File: config.mk
export PLATFORM = sky130hd
export DESIGN_NAME = uart_cmd_ctrl
export DESIGN_NICKNAME = d
export VERILOG_FILES = /design/src/rtl/uart_cmd_pkg.sv /design/src/rtl/cmd_timer.sv /design/src/rtl/uart_cmd_ctrl.sv
export SDC_FILE = /design/constraint.sdc
export NUM_CORES = 1
export LEC_CHECK = 0
export ABC_AREA = 1
export BUFFER_PORTS_ARGS = -buffer_cell sky130_fd_sc_hd__buf_2
export CAP_MARGIN = 20
export CORE_MARGIN = 1
export CORE_UTILIZATION = 61
export CTS_BUF_LIST = sky130_fd_sc_hd__clkbuf_4
export DETAILED_ROUTE_END_ITERATION = 10
export GPL_TIMING_DRIVEN = 0
export PLACE_DENSITY = 0.9
export SLEW_MARGIN = 5
export SYNTH_ARGS = -nofsm -noshare
export SYNTH_HDL_FRONTEND = slang
export SYNTH_HIERARCHICAL = 1
export SYNTH_SLANG_ARGS = --single-unit
File: constraint.sdc
create_clock -name clk -period 3.6 [get_ports clk]
set_clock_uncertainty 0.2 [all_clocks]
set_input_delay 0.36 -clock clk [delete_from_list [all_inputs] [get_ports clk]]
set_output_delay 0.36 -clock clk [all_outputs]
set_load 0.01 [all_outputs]
File: src/rtl/uart_cmd_pkg.sv
// Shared definitions for the UART command sequencer: frame marker,
// opcode values, state encoding and the frame checksum helper.
package uart_cmd_pkg;

  // Frame start marker.
  localparam logic [7:0] SYNC_BYTE = 8'hA5;

  // Opcode field values (cmd[7:6]); 2'b10 and 2'b11 are reserved.
  localparam logic [1:0] OP_NOP = 2'b00;
  localparam logic [1:0] OP_WR  = 2'b01;

  // Sequencer states, kept as plain constants for legacy tools.
  typedef logic [2:0] state_t;
  localparam state_t ST_HUNT     = 3'd0;
  localparam state_t ST_GET_CMD  = 3'd1;
  localparam state_t ST_GET_DATA = 3'd2;
  localparam state_t ST_GET_SUM  = 3'd3;
  localparam state_t ST_ERROR    = 3'd4;
  localparam state_t ST_RESYNC   = 3'd5;

  // Layout of the CMD byte.
  typedef struct packed {
    logic [1:0] op;
    logic [3:0] rsvd;
    logic [1:0] addr;
  } cmd_t;

  // Frame checksum: 8-bit sum of CMD and DATA, carry discarded.
  function automatic logic [7:0] frame_sum(input logic [7:0] cmd, input logic [7:0] data);
    logic [8:0] full;
    full = {1'b0, cmd} + {1'b0, data};
    return full[7:0];
  endfunction

  // Only NOP and WRITE opcodes are accepted.
  function automatic logic op_is_valid(input logic [1:0] op);
    return (op == OP_NOP) || (op == OP_WR);
  endfunction

endpackage

File: src/rtl/cmd_timer.sv
// Shared counter for the inter-byte timeout and the resync hold window.
// Clear has priority over load, load over decrement, decrement over
// increment; the count saturates at both ends instead of wrapping.
module cmd_timer #(
  parameter int CNT_W = 9
) (
  input  logic             clk,
  input  logic             rst,
  input  logic             clr,
  input  logic             load,
  input  logic             inc,
  input  logic             dec,
  input  logic [CNT_W-1:0] load_val,
  output logic [CNT_W-1:0] count,
  output logic             zero
);

  localparam logic [CNT_W-1:0] CNT_ZERO = {CNT_W{1'b0}};
  localparam logic [CNT_W-1:0] CNT_ONE  = {{(CNT_W-1){1'b0}}, 1'b1};
  localparam logic [CNT_W-1:0] CNT_MAX  = {CNT_W{1'b1}};

  logic [CNT_W-1:0] count_r;

  // Counter register with prioritised clear / load / step controls.
  always_ff @(posedge clk or posedge rst) begin
    if (rst) begin
      count_r <= CNT_ZERO;
    end else if (clr) begin
      count_r <= CNT_ZERO;
    end else if (load) begin
      count_r <= load_val;
    end else if (dec && (count_r != CNT_ZERO)) begin
      count_r <= count_r - CNT_ONE;
    end else if (inc && (count_r != CNT_MAX)) begin
      count_r <= count_r + CNT_ONE;
    end else begin
      count_r <= count_r;
    end
  end

  assign count = count_r;
  assign zero  = (count_r == CNT_ZERO);

endmodule

File: src/rtl/uart_cmd_ctrl.sv
// Command sequencer behind the UART receiver. Parses SYNC/CMD/DATA/SUM
// frames, writes a 4x8 configuration bank on valid WRITE commands, and
// holds the receiver in reset for a resync window after any rejection.
module uart_cmd_ctrl
  import uart_cmd_pkg::*;
#(
  parameter int TIMEOUT_CYCLES = 400,
  parameter int RESYNC_CYCLES  = 40,
  parameter int CNT_W          = 9
) (
  input  logic        clk,
  input  logic        rst,
  input  logic        received,
  input  logic [7:0]  rx_byte,
  output logic        uart_rst,
  output logic [31:0] cfg,
  output logic        wr_pulse,
  output logic        frame_err,
  output logic        busy,
  output logic [7:0]  ok_count
);

  // The timeout fires on the edge where the counter would reach
  // TIMEOUT_CYCLES, so ERROR (and frame_err) appear exactly
  // TIMEOUT_CYCLES edges after the last accepted byte.
  localparam logic [CNT_W-1:0] TIMEOUT_LAST = CNT_W'(TIMEOUT_CYCLES - 1);
  localparam logic [CNT_W-1:0] RESYNC_LOAD  = CNT_W'(RESYNC_CYCLES);
  localparam logic [CNT_W-1:0] CNT_ONE      = {{(CNT_W-1){1'b0}}, 1'b1};

  state_t           state_r;
  state_t           next_state_s;
  cmd_t             cmd_r;
  logic [7:0]       data_r;
  logic [3:0][7:0]  cfg_r;
  logic [7:0]       ok_count_r;
  logic             uart_rst_r;
  logic             wr_pulse_r;
  logic             frame_err_r;
  logic             busy_r;

  logic             tmr_clr_s;
  logic             tmr_load_s;
  logic             tmr_inc_s;
  logic             tmr_dec_s;
  logic [CNT_W-1:0] tmr_count_s;
  logic             tmr_zero_s;

  logic             take_cmd_s;
  logic             take_data_s;
  logic             accept_s;
  logic             write_s;
  logic             timeout_s;
  logic             sum_ok_s;

  cmd_timer #(
    .CNT_W(CNT_W)
  ) u_timer (
    .clk      (clk),
    .rst      (rst),
    .clr      (tmr_clr_s),
    .load     (tmr_load_s),
    .inc      (tmr_inc_s),
    .dec      (tmr_dec_s),
    .load_val (RESYNC_LOAD),
    .count    (tmr_count_s),
    .zero     (tmr_zero_s)
  );

  assign timeout_s = (tmr_count_s == TIMEOUT_LAST);
  assign sum_ok_s  = (frame_sum(cmd_r, data_r) == rx_byte);

  // Next-state and datapath control decode.
  always_comb begin
    next_state_s = state_r;
    tmr_clr_s    = 1'b0;
    tmr_load_s   = 1'b0;
    tmr_inc_s    = 1'b0;
    tmr_dec_s    = 1'b0;
    take_cmd_s   = 1'b0;
    take_data_s  = 1'b0;
    accept_s     = 1'b0;
    write_s      = 1'b0;
    case (state_r)
      ST_HUNT: begin
        if (received && (rx_byte == SYNC_BYTE)) begin
          next_state_s = ST_GET_CMD;
          tmr_clr_s    = 1'b1;
        end else begin
          next_state_s = ST_HUNT;
        end
      end
      ST_GET_CMD: begin
        if (received) begin
          take_cmd_s   = 1'b1;
          tmr_clr_s    = 1'b1;
          next_state_s = ST_GET_DATA;
        end else if (timeout_s) begin
          next_state_s = ST_ERROR;
        end else begin
          tmr_inc_s    = 1'b1;
        end
      end
      ST_GET_DATA: begin
        if (received) begin
          take_data_s  = 1'b1;
          tmr_clr_s    = 1'b1;
          next_state_s = ST_GET_SUM;
        end else if (timeout_s) begin
          next_state_s = ST_ERROR;
        end else begin
          tmr_inc_s    = 1'b1;
        end
      end
      ST_GET_SUM: begin
        if (received) begin
          tmr_clr_s = 1'b1;
          if (sum_ok_s && op_is_valid(cmd_r.op)) begin
            accept_s     = 1'b1;
            write_s      = (cmd_r.op == OP_WR);
            next_state_s = ST_HUNT;
          end else begin
            next_state_s = ST_ERROR;
          end
        end else if (timeout_s) begin
          next_state_s = ST_ERROR;
        end else begin
          tmr_inc_s    = 1'b1;
        end
      end
      ST_ERROR: begin
        tmr_load_s   = 1'b1;
        next_state_s = ST_RESYNC;
      end
      ST_RESYNC: begin
        // Leaving on a count of one makes the hold exactly RESYNC_CYCLES long.
        if (tmr_zero_s || (tmr_count_s == CNT_ONE)) begin
          tmr_clr_s    = 1'b1;
          next_state_s = ST_HUNT;
        end else begin
          tmr_dec_s    = 1'b1;
          next_state_s = ST_RESYNC;
        end
      end
      default: begin
        tmr_clr_s    = 1'b1;
        next_state_s = ST_HUNT;
      end
    endcase
  end

  // State register and registered status strobes derived from the next state.
  always_ff @(posedge clk or posedge rst) begin
    if (rst) begin
      state_r     <= ST_HUNT;
      busy_r      <= 1'b0;
      uart_rst_r  <= 1'b1;
      wr_pulse_r  <= 1'b0;
      frame_err_r <= 1'b0;
    end else begin
      state_r     <= next_state_s;
      busy_r      <= (next_state_s != ST_HUNT);
      uart_rst_r  <= (next_state_s == ST_RESYNC);
      wr_pulse_r  <= write_s;
      frame_err_r <= (next_state_s == ST_ERROR);
    end
  end

  // Capture CMD and DATA bytes of the frame in progress.
  always_ff @(posedge clk or posedge rst) begin
    if (rst) begin
      cmd_r  <= '{op: 2'b00, rsvd: 4'h0, addr: 2'b00};
      data_r <= 8'h00;
    end else begin
      if (take_cmd_s) begin
        cmd_r <= cmd_t'(rx_byte);
      end else begin
        cmd_r <= cmd_r;
      end
      if (take_data_s) begin
        data_r <= rx_byte;
      end else begin
        data_r <= data_r;
      end
    end
  end

  // Configuration bank write on the edge that accepts the SUM byte.
  always_ff @(posedge clk or posedge rst) begin
    if (rst) begin
      cfg_r <= 32'h0000_0000;
    end else if (write_s) begin
      cfg_r[cmd_r.addr] <= data_r;
    end else begin
      cfg_r <= cfg_r;
    end
  end

  // Saturating count of accepted frames.
  always_ff @(posedge clk or posedge rst) begin
    if (rst) begin
      ok_count_r <= 8'h00;
    end else if (accept_s && (ok_count_r != 8'hFF)) begin
      ok_count_r <= ok_count_r + 8'h01;
    end else begin
      ok_count_r <= ok_count_r;
    end
  end

  assign uart_rst  = uart_rst_r;
  assign cfg       = cfg_r;
  assign wr_pulse  = wr_pulse_r;
  assign frame_err = frame_err_r;
  assign busy      = busy_r;
  assign ok_count  = ok_count_r;

endmodule

==> results.sh <==
export IMPL_critical_path_top_delay_family="simple AND/OR/NAND/NOR gates"
export IMPL_detail_route_wl_per_cell_um=13.13
export IMPL_slew_headroom_pct=61.44
export IMPL_drt_pass1_iterations=5
export IMPL_cts_htree_levels=3
export IMPL_cts_root_buf="clkbuf_4"
export IMPL_leakagePower_nw=3.017
export IMPL_worst_path_buf_inv=3
export IMPL_outcome="completed"
export IMPL_worst_path_max_fanout=7
export IMPL_hold_end="cmd_r[3]"
export IMPL_critical_path_depth=17
export IMPL_setup_tns_ns=0
export IMPL_worstSetupPathType="flop to flop"
export IMPL_synth_seq_cells=72
export IMPL_layout_area_overhead_vs_synth_pct=12.59
export IMPL_timing_hold_ws_ns=0.02479
export IMPL_start_util_pct=62.88
export IMPL_worst_r2r_setup_slack_ns=0.45
export IMPL_ys_seq_area_share_pct=39.53
export IMPL_final_min_period_over_clock_period_pct=87.39
export IMPL_tritoncts="done"
export IMPL_post_synth_inst_count=640
export IMPL_timing_critical_path_slowest_stage_cell="dfrtp_1"
export IMPL_grt_usage_pct=29.49
export IMPL_reg_to_reg_critical_path_startpoint="u_timer/count[5]"
export IMPL_tritoncts_num_buffers=9
export IMPL_num_rows=31
export IMPL_syn_mean_instance_area_um2=7.126
export IMPL_placedCellCount=800
export IMPL_synth_top_area_cells="dfrtp_1, nand2_1, inv_1, nand3_1, nand4_1"
export IMPL_timing_reg2reg_worst_path_depth=17
export IMPL_timing_critical_path_cells="or2_2 > nor2_1 > nand3_1 > nand3_1 > inv_1 > inv_1 > o21bai_4 > inv_1 > ha_1 > a21oi_1 > nand2_1 > nand2_1 > nand2_1 > nand3_1 > nand3_1 > nand2_1 > nand2_1"
export IMPL_cp_end_kind="flop"
export IMPL_final_hold_viol_count=0
export IMPL_timing_worst_slew_pin_value_ns=0.5763
export IMPL_timing_critical_path_slowest_cell_delay_ns=0.50
export IMPL_grt_first_pass_wirelength_mm=17.71
export IMPL_setup_violations=0
export IMPL_clock_latency_ns=0.45
export IMPL_final_period_minus_worst_setup_slack_ns=3.146
export IMPL_place_hpwl_mm=8.160
export IMPL_die_height_um=88.47
export IMPL_antenna_cells_inserted=0
export IMPL_antenna_left=0
export IMPL_timing_critical_path_arrival_ns=3.27
export IMPL_globalRouteOverflowTotal=0
export IMPL_finish_cell_count_without_fillers=818
export IMPL_clock_path_buffers=2
export IMPL_drt_initial_drc_count=364
export IMPL_worst_ep_required_time_ns=3.72
export IMPL_yosysWarningCount=6
export IMPL_holdCritStartpoint="rx_byte[3]"
export IMPL_via_count_of_the_first_global_routing_pass=3996
export IMPL_post_drt_via_cell_ratio=5.359
export IMPL_highest_attainable_clock_frequency_mhz=317.9
export IMPL_place_port_buffers=53
export IMPL_via_count=4384
export IMPL_drcViolationCount=0
export IMPL_horiz_die_dim_um=88.47
export IMPL_cts_sinks=72
export IMPL_power_ir_vdd_worst_mv=0.4835
export IMPL_postCtsResizedCells=0
export IMPL_core_area_um2=7253
export IMPL_maxCapViolations=0
export IMPL_r2r_end="u_timer/count[8]"
export IMPL_netlist_area_leader_share_pct=38.96
export IMPL_timing_max_transition_violations_final=0
export IMPL_antenna_found_initial=0
export IMPL_grt_setup_unrepaired="no"
export IMPL_hold_class="input port to flop"
export IMPL_final_layout_size_suffix_gt1_share_pct=15.99
export IMPL_yosys_cell_types_count=38
export IMPL_netlist_top_cell_by_area="dfrtp_1"
export IMPL_total_i_o_pin_count=55
export IMPL_layout_nets=742
export IMPL_design_die_area_um2=7826
export IMPL_power_density_cell_area_nw_per_um2=674.7
export IMPL_critical_path_most_common_cell="nand2_1"
export IMPL_maximum_number_of_pins_on_one_net_before_global_route_repair=42
export IMPL_cp_start_kind="flop"
export IMPL_number_of_instances_on_the_worst_hold_path=3
export IMPL_place_gp_congestion=0.9199
export IMPL_clk_pin_slew_worst_paths_ns=0.14
export IMPL_netlist_area_um2=4561
export IMPL_drt_wl_total_mm=10.74
[metal layers]
layer / wire [µm] / global-route usage [%]
met2: 5406 / 51.19
met3: 563 / 4.757
met5: 0 / 0
met1: 4454 / 36.35
met4: 315 / 12.76
[cells by family after synthesis]
kind of cell,synth area share (%)
simple gates,39.37
buf+inv,8.971
flops,39.53
compound gates,5.076
fa+ha+maj,4.993
xor+xnor,1.893
other cells,0.1647
[synthesized netlist by cell type]
library cell    n
fa_1            2
inv_2          10
buf_6           2
a21oi_2         1
a21oi_1        11
o21ai_0        20
dfrtp_1        71
or2_2           2
buf_4           1
conb_1          2
nand4_1        32
nor2_2          6
nor2_4          3
inv_1          82
nand2_4         1
nand3_4         1
nor2_1         48
nor2_8          1
nand2_2         5
nand3_1        54
xor2_2          1
xnor2_1         3
a31oi_1         1
dfstp_2         1
nor4_1          2
o21bai_4        1
nand3_2         4
nor3_1          3
nand4_2         4
xor2_1          5
o21ai_1         3
nand2_1       228
o2111ai_1       1
clkbuf_1        6
nand3b_1        1
o22ai_1         3
clkinv_1        3
ha_1           15
[where the power goes]
group	internal [mW]	leakage [nW]	total, mW	switching (mW)
clock network	0.152	0.0667	0.459	0.307
registers	0.960	0.963	1.20	0.242
logic	0.588	1.99	1.80	1.22
total	1.70	3.02	3.46	1.76
[state kept, by name, indices dropped and copies added (netlist names)]
name           count
busy               1
cfg               32
cmd_r              8
data_r             8
frame_err          1
ok_count           8
state_r            3
u_timer/count      9
uart_rst           1
wr_pulse           1
[metrics by stage]
step	util (%)	setup slack (ns)	power (mW)	instance area, µm²
final	70.80	0.4540	3.464	5135
after global routing	70.80	0.2108	3.760	5135
after CTS	70.80	0.4810	3.448	5135
after detailed placement	68.88	0.5398	2.980	4996
after global placement	68.60	0.6348	2.871	4976
after floorplan	-	0.9490	2.552	4587
[placed cells by master (no fill, tap or decap), drive strengths merged, types with 6 or more instances in the layout]
master	synthesis	layout
buf	3	57
nand4	36	36
clkinv	3	7
nand2	234	234
nor2	58	58
ha	15	15
clkbuf	6	16
inv	92	93
xor2	6	6
conb	2	9
o21ai	23	23
a21oi	12	12
nand3	59	59
dfrtp	71	71
[timing repair]
| action | CTS | global route |
|---|---|---|
| endpoints found under the setup margin | 0 | 0 |
| hold endpoints to repair | 32 | 0 |
| hold buffers | 2 | 0 |
| setup buffers | 0 | 0 |
[worst reg2reg max path: cells and delay by family, from the launching register on]
family                   cells  cell delay [ns]
AO/OA/AOI/OAI                2             0.36
adder cells (fa/ha/maj)      1             0.41
buffers and inverters        3             0.32
flip-flops                   1             0.50
AND/OR/NAND/NOR             11             1.25
[layout make-up]
type | count | area (µm²)
clock buffer | 10 | 75.07
timing repair buffer | 56 | 305.3
tap | 99 | 123.9
clock inverter | 6 | 43.79
buffer | 9 | 52.55
inverter | 95 | 356.6
fill | 583 | 2118
sequential | 72 | 1803
multi-input combinational | 471 | 2375
[worst max-delay path by stage]
stage	start	slack, ns	to
global route	u_timer/count[5]	0.21	u_timer/count[8]
floorplan	u_timer/count[5]	0.95	u_timer/count[8]
finish	u_timer/count[5]	0.45	u_timer/count[8]
CTS	u_timer/count[5]	0.48	u_timer/count[8]
global placement	u_timer/count[5]	0.63	u_timer/count[8]
detailed placement	u_timer/count[5]	0.54	u_timer/count[8]
No activity file was read; power rests on OpenSTA's default activity.
